$ cat config.mk
export PLATFORM = sky130hd
export DESIGN_NAME = hsv_to_rgb565
export DESIGN_NICKNAME = d
export VERILOG_FILES = /design/src/rtl/hsv_pkg.sv /design/src/rtl/hsv_sector.sv /design/src/rtl/hsv_to_rgb565.sv
export SDC_FILE = /design/constraint.sdc
export NUM_CORES = 1
export LEC_CHECK = 0
export ABC_AREA = 1
export BUFFER_PORTS_ARGS = -buffer_cell sky130_fd_sc_hd__buf_4
export CAP_MARGIN = 5
export CELL_PAD_IN_SITES_DETAIL_PLACEMENT = 1
export CELL_PAD_IN_SITES_GLOBAL_PLACEMENT = 2
export CORE_ASPECT_RATIO = 1.75
export CORE_MARGIN = 5
export CORE_UTILIZATION = 38
export DETAILED_ROUTE_END_ITERATION = 10
export HOLD_SLACK_MARGIN = 0.1
export MAX_ROUTING_LAYER = met4
export PLACE_DENSITY_LB_ADDON = 0.1
export SETUP_SLACK_MARGIN = 0.02
export SKIP_LAST_GASP = 1
export SLEW_MARGIN = 20
export SYNTH_ARGS = -nofsm -noshare
export SYNTH_HDL_FRONTEND = slang
export SYNTH_SLANG_ARGS = --single-unit
$ cat constraint.sdc
create_clock -name i_clk -period 8 [get_ports i_clk]
set_input_delay 1.2 -clock i_clk [delete_from_list [all_inputs] [get_ports i_clk]]
set_output_delay 1.2 -clock i_clk [all_outputs]
set_load 0.05 [all_outputs]
$ cat src/rtl/hsv_pkg.sv
// Shared constants, sector encoding and the /255 approximation used by the
// HSV-to-RGB datapath and its companion HSV blocks.
package hsv_pkg;

  localparam int HUE_MAX     = 360;
  localparam int SECTOR_DEG  = 60;
  localparam int HSV_LATENCY = 4;

  typedef enum logic [2:0] {
    SEC_0 = 3'd0,
    SEC_1 = 3'd1,
    SEC_2 = 3'd2,
    SEC_3 = 3'd3,
    SEC_4 = 3'd4,
    SEC_5 = 3'd5
  } sector_t;

  // Exact x/255 for every product of two 8-bit operands, no divider needed.
  function automatic logic [7:0] div255(input logic [15:0] x);
    logic [16:0] s;
    s = 17'(x) + 17'(x >> 8) + 17'd1;
    return s[15:8];
  endfunction

endpackage

$ cat src/rtl/hsv_sector.sv
// First HSV stage: clamps hue/sat/value, finds the 60-degree sector with a
// compare chain and scales the in-sector remainder to an 8-bit fraction.
module hsv_sector
  import hsv_pkg::*;
#(
  parameter int IN_W = 16
) (
  input  logic            i_clk,
  input  logic            i_rstn,
  input  logic [IN_W-1:0] i_hue,
  input  logic [IN_W-1:0] i_sat,
  input  logic [IN_W-1:0] i_value,
  input  logic            i_valid,
  output logic [7:0]      o_s8,
  output logic [7:0]      o_v8,
  output logic [7:0]      o_f8,
  output sector_t         o_sec,
  output logic            o_valid
);

  function automatic logic [8:0] clamp_hue(input logic [IN_W-1:0] x);
    return (x >= IN_W'(HUE_MAX)) ? 9'd0 : x[8:0];
  endfunction

  function automatic logic [7:0] sat8(input logic [IN_W-1:0] x);
    return (x > IN_W'(255)) ? 8'hFF : x[7:0];
  endfunction

  logic [8:0] hue_c;
  logic [8:0] base_c;
  logic [5:0] rem_c;
  sector_t    sec_c;

  logic [7:0] s8_p1_d, s8_p1_q;
  logic [7:0] v8_p1_d, v8_p1_q;
  logic [7:0] f8_p1_d, f8_p1_q;
  sector_t    sec_p1_d, sec_p1_q;
  logic       vld_p1_d, vld_p1_q;

  always_comb begin
    hue_c = clamp_hue(i_hue);
    if (hue_c >= 9'(5 * SECTOR_DEG)) begin
      sec_c = SEC_5; base_c = 9'(5 * SECTOR_DEG);
    end else if (hue_c >= 9'(4 * SECTOR_DEG)) begin
      sec_c = SEC_4; base_c = 9'(4 * SECTOR_DEG);
    end else if (hue_c >= 9'(3 * SECTOR_DEG)) begin
      sec_c = SEC_3; base_c = 9'(3 * SECTOR_DEG);
    end else if (hue_c >= 9'(2 * SECTOR_DEG)) begin
      sec_c = SEC_2; base_c = 9'(2 * SECTOR_DEG);
    end else if (hue_c >= 9'(SECTOR_DEG)) begin
      sec_c = SEC_1; base_c = 9'(SECTOR_DEG);
    end else begin
      sec_c = SEC_0; base_c = 9'd0;
    end
    rem_c = 6'(hue_c - base_c);

    s8_p1_d  = s8_p1_q;
    v8_p1_d  = v8_p1_q;
    f8_p1_d  = f8_p1_q;
    sec_p1_d = sec_p1_q;
    vld_p1_d = i_valid;
    if (i_valid) begin
      s8_p1_d  = sat8(i_sat);
      v8_p1_d  = sat8(i_value);
      // rem*4.25 maps 0..59 onto 0..250
      f8_p1_d  = {rem_c, 2'b00} + 8'(rem_c >> 2);
      sec_p1_d = sec_c;
    end
  end

  // ---- stage p1 boundary ----
  always_ff @(posedge i_clk) begin
    if (!i_rstn) vld_p1_q <= 1'b0;
    else         vld_p1_q <= vld_p1_d;
  end

  always_ff @(posedge i_clk) begin
    s8_p1_q  <= s8_p1_d;
    v8_p1_q  <= v8_p1_d;
    f8_p1_q  <= f8_p1_d;
    sec_p1_q <= sec_p1_d;
  end

  assign o_s8    = s8_p1_q;
  assign o_v8    = v8_p1_q;
  assign o_f8    = f8_p1_q;
  assign o_sec   = sec_p1_q;
  assign o_valid = vld_p1_q;

endmodule

$ cat src/rtl/hsv_to_rgb565.sv
// Streaming HSV -> RGB565 converter, 4-stage pipeline, valid-only interface.
// Define HSV2RGB_RGB888_EN to add the full-precision o_rgb888 output.
module hsv_to_rgb565
  import hsv_pkg::*;
#(
  parameter int LATENCY = HSV_LATENCY,
  parameter int IN_W    = 16
) (
  input  logic            i_clk,
  input  logic            i_rstn,
  input  logic [IN_W-1:0] i_hue,
  input  logic [IN_W-1:0] i_sat,
  input  logic [IN_W-1:0] i_value,
  input  logic            i_valid,
`ifdef HSV2RGB_RGB888_EN
  output logic [23:0]     o_rgb888,
`endif
  output logic [15:0]     o_data,
  output logic            o_valid
);

  if (LATENCY != HSV_LATENCY) begin : g_bad_latency
    $error("hsv_to_rgb565: LATENCY is fixed at 4");
  end

  logic [7:0] s8_p1, v8_p1, f8_p1;
  sector_t    sec_p1;
  logic       vld_p1;

  hsv_sector #(.IN_W(IN_W)) u_sector (
    .i_clk   (i_clk),
    .i_rstn  (i_rstn),
    .i_hue   (i_hue),
    .i_sat   (i_sat),
    .i_value (i_value),
    .i_valid (i_valid),
    .o_s8    (s8_p1),
    .o_v8    (v8_p1),
    .o_f8    (f8_p1),
    .o_sec   (sec_p1),
    .o_valid (vld_p1)
  );

  logic [7:0] sf_p2_d, sf_p2_q, sft_p2_d, sft_p2_q, p_p2_d, p_p2_q, v8_p2_d, v8_p2_q;
  sector_t    sec_p2_d, sec_p2_q;
  logic       vld_p2_d, vld_p2_q;

  logic [7:0] p_p3_d, p_p3_q, q_p3_d, q_p3_q, t_p3_d, t_p3_q, v8_p3_d, v8_p3_q;
  sector_t    sec_p3_d, sec_p3_q;
  logic       vld_p3_d, vld_p3_q;

  logic [7:0]  r_c, g_c, b_c;
  logic [15:0] data_p4_d, data_p4_q;
  logic        vld_p4_d, vld_p4_q;

  always_comb begin
    sf_p2_d  = sf_p2_q;
    sft_p2_d = sft_p2_q;
    p_p2_d   = p_p2_q;
    v8_p2_d  = v8_p2_q;
    sec_p2_d = sec_p2_q;
    vld_p2_d = vld_p1;
    if (vld_p1) begin
      sf_p2_d  = div255(16'(s8_p1) * 16'(f8_p1));
      sft_p2_d = div255(16'(s8_p1) * 16'(8'd255 - f8_p1));
      p_p2_d   = div255(16'(v8_p1) * 16'(8'd255 - s8_p1));
      v8_p2_d  = v8_p1;
      sec_p2_d = sec_p1;
    end
  end

  // ---- stage p2 boundary ----
  always_ff @(posedge i_clk) begin
    if (!i_rstn) vld_p2_q <= 1'b0;
    else         vld_p2_q <= vld_p2_d;
  end

  always_ff @(posedge i_clk) begin
    sf_p2_q  <= sf_p2_d;
    sft_p2_q <= sft_p2_d;
    p_p2_q   <= p_p2_d;
    v8_p2_q  <= v8_p2_d;
    sec_p2_q <= sec_p2_d;
  end

  always_comb begin
    p_p3_d   = p_p3_q;
    q_p3_d   = q_p3_q;
    t_p3_d   = t_p3_q;
    v8_p3_d  = v8_p3_q;
    sec_p3_d = sec_p3_q;
    vld_p3_d = vld_p2_q;
    if (vld_p2_q) begin
      p_p3_d   = p_p2_q;
      q_p3_d   = div255(16'(v8_p2_q) * 16'(8'd255 - sf_p2_q));
      t_p3_d   = div255(16'(v8_p2_q) * 16'(8'd255 - sft_p2_q));
      v8_p3_d  = v8_p2_q;
      sec_p3_d = sec_p2_q;
    end
  end

  // ---- stage p3 boundary ----
  always_ff @(posedge i_clk) begin
    if (!i_rstn) vld_p3_q <= 1'b0;
    else         vld_p3_q <= vld_p3_d;
  end

  always_ff @(posedge i_clk) begin
    p_p3_q   <= p_p3_d;
    q_p3_q   <= q_p3_d;
    t_p3_q   <= t_p3_d;
    v8_p3_q  <= v8_p3_d;
    sec_p3_q <= sec_p3_d;
  end

  always_comb begin
    unique case (sec_p3_q)
      SEC_0:   begin r_c = v8_p3_q; g_c = t_p3_q;  b_c = p_p3_q;  end
      SEC_1:   begin r_c = q_p3_q;  g_c = v8_p3_q; b_c = p_p3_q;  end
      SEC_2:   begin r_c = p_p3_q;  g_c = v8_p3_q; b_c = t_p3_q;  end
      SEC_3:   begin r_c = p_p3_q;  g_c = q_p3_q;  b_c = v8_p3_q; end
      SEC_4:   begin r_c = t_p3_q;  g_c = p_p3_q;  b_c = v8_p3_q; end
      default: begin r_c = v8_p3_q; g_c = p_p3_q;  b_c = q_p3_q;  end
    endcase
    data_p4_d = vld_p3_q ? {r_c[7:3], g_c[7:2], b_c[7:3]} : data_p4_q;
    vld_p4_d  = vld_p3_q;
  end

  // ---- stage p4 boundary (output registers clear on reset) ----
  always_ff @(posedge i_clk) begin
    if (!i_rstn) begin
      data_p4_q <= 16'd0;
      vld_p4_q  <= 1'b0;
    end else begin
      data_p4_q <= data_p4_d;
      vld_p4_q  <= vld_p4_d;
    end
  end

  assign o_data  = data_p4_q;
  assign o_valid = vld_p4_q;

`ifdef HSV2RGB_RGB888_EN
  logic [23:0] rgb_p4_d, rgb_p4_q;

  always_comb begin
    rgb_p4_d = vld_p3_q ? {r_c, g_c, b_c} : rgb_p4_q;
  end

  always_ff @(posedge i_clk) begin
    if (!i_rstn) rgb_p4_q <= 24'd0;
    else         rgb_p4_q <= rgb_p4_d;
  end

  assign o_rgb888 = rgb_p4_q;
`endif

endmodule
Word level (Yosys, flattened, before mapping)
Index checks and enable logic that the tools add are counted.
W data, S select, Z words.
{"block": "word_totals", "out_inout_bits": 17, "word_cells": 72, "in_bits": 51, "register_bits": 117}
{"block": "op_classes", "eq_ne": 4, "n_reduce_logical": 6, "multipliers": 5, "mux": 13, "add_sub_neg": 16, "order_cmp": 8}
{"op": "$add A16 B1 Y16 const B", "n": 5}
{"op": "$add A16 B8 Y16", "n": 5}
{"op": "$pmux W8 S3", "n": 3}
{"op": "$mul A9 B9 Y16", "n": 4}
{"op": "$sub A8 B8 Y9 const A", "n": 4}
{"op": "$gt A16 B8 Y1 const B", "n": 2}
{"op": "$mux W6", "n": 5}
{"op": "$ge A9 B8 Y1 const B", "n": 2}
{"op": "$ge A16 B9 Y1 const B", "n": 1}
{"op": "$mul A8 B8 Y16", "n": 1}
{"op": "$reduce_or A2 Y1", "n": 5}
{"op": "$ge A9 B6 Y1 const B", "n": 1}
{"op": "$ge A9 B7 Y1 const B", "n": 1}
{"op": "$ge A9 B9 Y1 const B", "n": 1}
{"op": "$mux W9", "n": 1}
{"op": "$add A8 B4 Y8", "n": 1}
{"op": "$eq A3 B2 Y1 const B", "n": 2}
{"op": "$mux W3", "n": 2}
{"op": "$sub A6 B6 Y6", "n": 1}
{"op": "$eq A3 B1 Y1 const B", "n": 1}
{"op": "$eq A3 B3 Y1 const B", "n": 1}
{"op": "$logic_not A3 Y1", "n": 1}
{"op": "$mux W1", "n": 2}

Logic depth before layout (Yosys ltp)
Gate-level depths: netlist of run 1.
{"block": "depth", "word_depth": 10, "depth_mapped": 36, "ltp_nobuf": 35}

Modules after synthesis
From an unflattened synthesis of run 1, not the netlist that was laid out.
{"block": "hier_totals", "cells_unflattened": 2571, "area_unflattened_um2": 18456.5}
{"mod": "hsv_to_rgb565", "area_per_inst_um2": 16809.9, "seq_area_each_um2": 2182.1, "cells_per_inst": 2392, "instances": 1}
{"mod": "hsv_sector", "area_per_inst_um2": 1646.6, "seq_area_each_um2": 830.8, "cells_per_inst": 179, "instances": 1}

Worst setup path before layout of run 1
No wires, ideal clock.
{"block": "synth_timing", "path_kind": "reg2reg", "startpoint": "reg u_sector.f8_p1_q[7], in the netlist u_sector.o_f8[7]", "endpoint": "reg sf_p2_q[7] (data pin)", "t_arrival_ns": 5.463, "setup_slack_ns": 2.281, "path_stages_with_launch": 35, "path_buffers": 2, "t_required_ns": 7.743, "synth_period_minus_slack_ns": 5.719, "setup_ns": 0.257, "cell_sequence": "edfxtp_1 -> clkbuf_1 -> clkbuf_1 -> nand2_1 -> fa_1 -> fa_1 -> inv_1 -> fa_1 -> inv_1 -> fa_1 -> inv_1 -> ha_1 -> nand2_1 -> inv_1 -> nand2_1 -> nand2_1 -> nand2_1 -> nand3_1 -> nand2_1 -> nand2_1 -> nand2_1 -> nand2_1 -> or2_2 -> nand2_1 -> inv_1 -> ha_1 -> inv_1 -> nor2_2 -> inv_1 -> nor2_2 -> inv_1 -> nor2_1 -> nand2_1 -> o211ai_1 -> nand2_1"}
{"block": "synth_via", "elab_chain_len": 3}
{"item": "from (decl)", "line": "hsv_sector.sv:36", "rtl": "logic [7:0] f8_p1_d, f8_p1_q;"}
{"item": "from (signal assigned)", "line": "hsv_sector.sv:80", "rtl": "f8_p1_q <= f8_p1_d;"}
{"item": "$mul A8 B8 Y16", "line": "hsv_to_rgb565.sv:64", "rtl": "sf_p2_d = div255(16'(s8_p1) * 16'(f8_p1));"}
{"item": "$add A16 B8 Y16", "line": "hsv_pkg.sv:21", "rtl": "s = 17'(x) + 17'(x >> 8) + 17'd1;"}
{"item": "$add A16 B1 Y16", "line": "hsv_pkg.sv:21"}
{"item": "to (signal assigned)", "line": "hsv_to_rgb565.sv:79", "rtl": "sf_p2_q <= sf_p2_d;"}
{"item": "to (decl)", "line": "hsv_to_rgb565.sv:44", "rtl": "logic [7:0] sf_p2_d, sf_p2_q, sft_p2_d, sft_p2_q, p_p2_d, p_p2_q, v8_p2_d, v8_p2_q;"}
Every way passes these cells.
A chain may end at the register's enable or synchronous reset.

Final worst setup path of run 1
{"block": "layout_timing", "startpoint": "reg v8_p2_q[4]", "endpoint": "reg t_p3_q[3] (data pin)"}
{"block": "layout_via", "elab_chain_len": 3}
{"item": "from (decl)", "line": "hsv_to_rgb565.sv:44"}
{"item": "from (signal assigned)", "line": "hsv_to_rgb565.sv:82", "rtl": "v8_p2_q <= v8_p2_d;"}
{"item": "$mul A9 B9 Y16", "line": "hsv_to_rgb565.sv:96", "rtl": "t_p3_d = div255(16'(v8_p2_q) * 16'(8'd255 - sft_p2_q));"}
{"item": "$add A16 B8 Y16", "line": "hsv_pkg.sv:21"}
{"item": "$add A16 B1 Y16", "line": "hsv_pkg.sv:21"}
{"item": "to (signal assigned)", "line": "hsv_to_rgb565.sv:111", "rtl": "t_p3_q <= t_p3_d;"}
{"item": "to (decl)", "line": "hsv_to_rgb565.sv:48", "rtl": "logic [7:0] p_p3_d, p_p3_q, q_p3_d, q_p3_q, t_p3_d, t_p3_q, v8_p3_d, v8_p3_q;"}
Every way passes these cells.

==> impl_metrics.yaml, run 1 <==
yosys:
  synth-edff-count: 87
  syn_nets: 2937
  synth-seq-cells: 107
  yosysSeqAreaShare: 0.167
  synth-main-ff-cell: "edfxtp_1"
  syn_area_sq_mm: 0.0180
  syn_area_per_cell_sq_um: 7.28
  yosys_warnings: 0
  async_reset_ff_frac: 0
  yosysUniqueCellTypes: 49
  postSynthCellCount: 2473
hold_path:
  min_to: "sec_p3_q[1]"
  min_from: "sec_p2_q[1]"
  min-delay-path-class: "reg -> reg"
  min_path_cells: 0
sta:
  setup_viol: 0
  setup_tns_ns: 0
  min_period_over_period: 0.862
  hold_viol_final: 0
  tightest_slew_ns: 0.934
  drv_slew: 0
  rsz0062_at_grt: "false"
  min_period_ns: 6.89
  max_freq_mhz: 145
  relSlewSlack: 0.376
  skew_ns: 0.0218
global_route:
  overflow: 0
  grt_max_degree: 35
  antenna_found_initial: 0
  grt_util_all_layers: 0.229
  grt_pass1_wl_microns: 91300
  grt_pass1_vias: 17800
layout:
  antenna_cells: 0
  multi_input_area_sq_mm: 0.0125
  layout.cells.non_filler: 3103
  layout.nets: 2974
  final-seq-area_sq_mm: 0.00301
  syn_to_final_growth_pct: 7.85
  n_fill_cell: 5949
  layout_commonest_cell: "inv_1"
  drive_gt1_frac: 0.0616
  layout_common_cells: "inv_1, nand2_1, nor2_1"
clock_network:
  cts_hold_buffers: 0
  h-tree-depth: 3
  cts.path.max_buffers: 2
  clockRootBuffer: "clkbuf_16"
  cts_tree: "done"
  clk_pin_slew_ns: 0.10
  cts_buffers: 9
  cts_resized: 0
  clock_latency_ns: 0.39
  post_cts_buffers: 0
  cts.sinks: 107
worst_setup_path:
  crit_arrival_ns: 7.04
  rr_endpoint: "t_p3_q[3]"
  critPathMaxFanout: 10
  cp_slowest_cell: "edfxtp_1"
  critPathLaunchType: "flop"
  r2r-start: "v8_p2_q[4]"
  reg2regPathDepth: 27
  worst_path_most_repeated_cell: "inv_1"
  cpPeakStageDelay_ns: 0.63
  cp_data_required_time_ns: 8.15
  criticalPathCategory: "reg -> reg"
  worstSetupEndpointType: "flop"
  rrSetupSlack_ns: 1.11
floorplan:
  initial_utilization: 0.384
  io_pins: 68
  die_area_sq_mm: 0.0520
  rows: 105
  die_h_microns: 298
  dieWidth_microns: 175
  core_sq_mm: 0.0469
detailed_routing:
  avgViaCountPerCell: 5.04
  drtPass1Iterations: 5
  route.detailed.drc: 0
  wl_per_cell_microns: 18.3
  drtIter0Drc: 477
  antenna_left: 0
  postRouteWirelength_microns: 56700
  vias: 15600
placed_design:
  dp.cells: 3087
  dp_hpwl_microns: 49500
  place_congestion: 0.905
  portBuffers: 67
run:
  maxCapViolations: 0
status:
  status: "finished, final reports clean"
==> cells in the mapped netlist (3+ instances only) <==
cell type / n / area share
ha_1: 227 / 0.16
nor4_1: 4 / 0.0014
xor2_1: 23 / 0.011
clkinv_1: 4 / 0.00083
a22oi_1: 8 / 0.0033
or2_2: 7 / 0.0024
a211oi_1: 3 / 0.0013
nor3_1: 6 / 0.0017
o21ai_1: 4 / 0.0011
inv_2: 3 / 0.00063
a21oi_1: 58 / 0.016
nand4_1: 28 / 0.0097
nor2_1: 276 / 0.058
edfxtp_1: 87 / 0.15
dfxtp_1: 20 / 0.022
o221ai_1: 5 / 0.0024
o21ai_0: 35 / 0.0097
inv_1: 612 / 0.13
nand3_1: 119 / 0.033
o2111ai_1: 4 / 0.0019
nand3_2: 11 / 0.0061
o21bai_1: 3 / 0.0013
nand3b_1: 8 / 0.0033
a21o_1: 3 / 0.0013
xnor2_1: 13 / 0.0063
fa_1: 186 / 0.21
xor2_2: 10 / 0.0090
nand2_1: 606 / 0.13
a41oi_1: 6 / 0.0029
nand2_2: 16 / 0.0056
nor3_2: 6 / 0.0033
nor2_2: 7 / 0.0024
clkbuf_1: 45 / 0.0094
==> cell type report <==
cell class | count | share of cell area
Clock buffer | 9 | 0.0116
Clock inverter | 7 | 0.00406
Inverter | 619 | 0.120
Multi-Input combinational cell | 1699 | 0.643
Sequential cell | 107 | 0.155
Tap cell | 588 | 0.0379
Timing Repair Buffer | 74 | 0.0286
==> registers in the layout, summed over array words and instances (netlist names) <==
name / cells
o_data: 16
o_valid: 1
p_p2_q: 6
p_p3_q: 6
q_p3_q: 6
sec_p2_q: 3
sec_p3_q: 3
sf_p2_q: 8
sft_p2_q: 8
t_p3_q: 6
u_sector.o_f8: 8
u_sector.o_s8: 8
u_sector.o_sec: 3
u_sector.o_v8: 8
u_sector.o_valid: 1
v8_p2_q: 8
v8_p3_q: 6
vld_p2_q: 1
vld_p3_q: 1
==> worst max-delay path by stage <==
stage,from,to,slack (ns),cells past startpoint
after floorplan,u_sector.o_f8[7],sf_p2_q[7],2.28,34
after global placement,v8_p2_q[4],t_p3_q[3],1.22,27
after detailed placement,v8_p2_q[5],t_p3_q[3],1.13,27
after CTS,v8_p2_q[5],t_p3_q[3],1.09,27
after global routing,v8_p2_q[4],t_p3_q[3],0.71,27
final,v8_p2_q[4],t_p3_q[3],1.11,27
==> worst max-delay path: cells and delay by family, from the launching register on <==
family	cells	cell delay, ns
compound gates	2	0.40
xor+xnor	1	0.28
fa+ha+maj	6	2.80
buf+inv	7	0.88
flops	1	0.63
simple gates	11	1.67
==> layer usage <==
layer | track usage | routed length (microns) | vias to the layer above
met5 | - | 0 | -
met4 | 0.104 | 2890 | 0
met3 | 0.0145 | 714 | 116
met2 | 0.477 | 34300 | 221
met1 | 0.204 | 18700 | 7731
li1 | - | - | 7576
==> per-stage QoR <==
stage	hold slack [ns]	instance area, sq um	util	worst slack, ns
after floorplan	0.400	18000	-	2.28
after global placement	0.401	19100	0.408	1.22
after detailed placement	0.406	19100	0.408	1.13
after CTS	0.425	19400	0.414	1.09
after global routing	0.430	19400	0.414	0.713
final	0.418	19400	0.414	1.11
==> kinds of logic after synthesis <==
family	share of synthesized area
flops	0.167
xor+xnor	0.0265
fa+ha+maj	0.365
simple gates	0.254
buf+inv	0.139
compound gates	0.0480
Power of run 1 is not shown: default switching activity piles up to over one toggle a cycle in this logic, so the estimate is an artifact.
==> run 2, diff against run 1 <==
PLACE_DENSITY = 0.85   (was not set)
PLACE_DENSITY_LB_ADDON = not set   (was 0.1)
SKIP_LAST_GASP = not set   (was 1)
==> run 2 against run 1 <==
Against the previous run: clock skew fell by 0.0018 ns; register-to-register slack improved by 0.24 ns; highest routed layer unchanged; critical endpoint is now t_p3_q[7]; via count barely moved.
==> impl_metrics.yaml, run 2 (synthesis results as in run 1) <==
layout:
  layout.nets: 2970
  layout.cells.non_filler: 3099
  antenna_cells: 0
  largest_reg_flops: 16
  layout_common_cells: "inv_1, nand2_1, nor2_1"
  drive_gt1_frac: 0.0601
  final_cell_area_sq_mm: 0.0194
  layout_commonest_cell: "inv_1"
  syn_to_final_growth_pct: 7.72
global_route:
  grt_util_all_layers: 0.219
  busiest_layer: "met2"
  grt_pass1_wl_microns: 88200
  overflow: 0
  grt_max_degree: 35
  grt_pass1_vias: 17800
  antenna_found_initial: 1
  grt.met1_usage: 0.193
  grt_use_met3: 0.0197
  gr-usage-met2: 0.450
placed_design:
  dp.cells: 3083
  place_congestion: 0.864
  dp_hpwl_microns: 47300
  portBuffers: 67
  dpl_cell_area_sq_mm: 0.0191
detailed_routing:
  route.detailed.drc: 0
  postRouteWirelength_microns: 54300
  antenna_left: 0
  vias: 15600
  drtIter0Drc: 418
  avgViaCountPerCell: 5.05
  wl_per_cell_microns: 17.5
  drtPass1Iterations: 5
worst_setup_path:
  rrSetupSlack_ns: 1.34
  rr_endpoint: "t_p3_q[7]"
  criticalPathCategory: "reg -> reg"
  reg2regPathDepth: 27
  cp_data_required_time_ns: 8.16
  worstSetupEndpointType: "flop"
  critPathMaxFanout: 10
  r2r-start: "v8_p2_q[5]"
  crit_arrival_ns: 6.81
  critPathLaunchType: "flop"
floorplan:
  rows: 105
  io_pins: 68
  core_sq_mm: 0.0469
  die_h_microns: 298
  dieWidth_microns: 175
  die_area_sq_mm: 0.0520
  initial_utilization: 0.384
sta:
  min_period_ns: 6.66
  relSlewSlack: 0.389
  rsz0062_at_grt: "false"
  setup_viol: 0
  tightest_slew_ns: 0.916
  min_period_over_period: 0.832
  setup_tns_ns: 0
  hold_viol_final: 0
  drv_slew: 0
  skew_ns: 0.0200
  max_freq_mhz: 150
clock_network:
  clock_latency_ns: 0.39
  post_cts_buffers: 0
  cts_tree: "done"
  cts.path.max_buffers: 2
  cts_buffers: 9
  clk_pin_slew_ns: 0.10
  clockRootBuffer: "clkbuf_16"
  cts.sinks: 107
  h-tree-depth: 3
  cts_hold_buffers: 0
  cts_resized: 0
hold_path:
  min-delay-path-class: "reg -> reg"
  min_to: "p_p3_q[7]"
  min_from: "p_p2_q[7]"
  min_path_cells: 0
status:
  status: "finished, final reports clean"
run:
  maxCapViolations: 0
==> run 2: changes by cell type in the layout (fill, tap and decap cells not counted) <==
| cell | previous run | this run |
|---|---|---|
| buf_4 | 74 | 70 |
| inv_6 | 0 | 2 |
| clkinv_4 | 2 | 1 |
| inv_12 | 0 | 1 |
| inv_4 | 1 | 0 |
| inv_8 | 2 | 1 |
==> run 2: worst max-delay path by stage <==
| stage | slack (ns) | cells past startpoint | endpoint | from |
|---|---|---|---|---|
| floorplan | 2.28 | 34 | sf_p2_q[7] | u_sector.o_f8[7] |
| global placement | 1.40 | 27 | t_p3_q[7] | v8_p2_q[5] |
| detailed placement | 1.33 | 27 | t_p3_q[7] | v8_p2_q[5] |
| CTS | 1.31 | 27 | t_p3_q[7] | v8_p2_q[5] |
| global route | 0.90 | 27 | t_p3_q[3] | v8_p2_q[5] |
| finish | 1.34 | 27 | t_p3_q[7] | v8_p2_q[5] |
==> run 2: through the flow <==
| step | hold WS, ns | setup slack, ns | util |
|---|---|---|---|
| after floorplan | 0.400 | 2.28 | - |
| after global placement | 0.418 | 1.40 | 0.407 |
| after detailed placement | 0.427 | 1.33 | 0.407 |
| after CTS | 0.447 | 1.31 | 0.414 |
| after global routing | 0.452 | 0.905 | 0.414 |
| final | 0.442 | 1.34 | 0.414 |
==> run 2: per-layer routing <==
metal  share of wire  up-vias
li1                -     7570
met1            0.33     7703
met2            0.59      234
met3           0.021      128
met4           0.056        0
met5               0        -
==> run 2: critical path, stage by stage, from the launching register on <==
cell and delay, ns:
edfxtp_1 0.62, clkinv_1 0.41, or2_2 0.41, fa_1 0.51
fa_1 0.55, inv_1 0.06, fa_1 0.49, inv_1 0.05
fa_1 0.47, inv_1 0.05, ha_1 0.33, a21oi_1 0.27
nand2_1 0.11, nand2_1 0.09, nand3_1 0.09, nand2_1 0.09
nand2_1 0.05, a21oi_1 0.15, xor2_1 0.33, inv_1 0.11
ha_1 0.36, inv_1 0.06, nor2_1 0.18, inv_1 0.08
nor2_1 0.21, nand3_1 0.14, nand3_1 0.09, nand2_1 0.06
==> run 2: cell type report <==
cell class                      instances  area [sq um]
Clock buffer                            9           225
Multi-Input combinational cell       1699         12500
Tap cell                              588           736
Inverter                              619          2320
Clock inverter                          7          86.3
Sequential cell                       107          3010
Timing Repair Buffer                   70           526
Fill cell                            5954         27500
Power of run 2 is left out for the same reason.
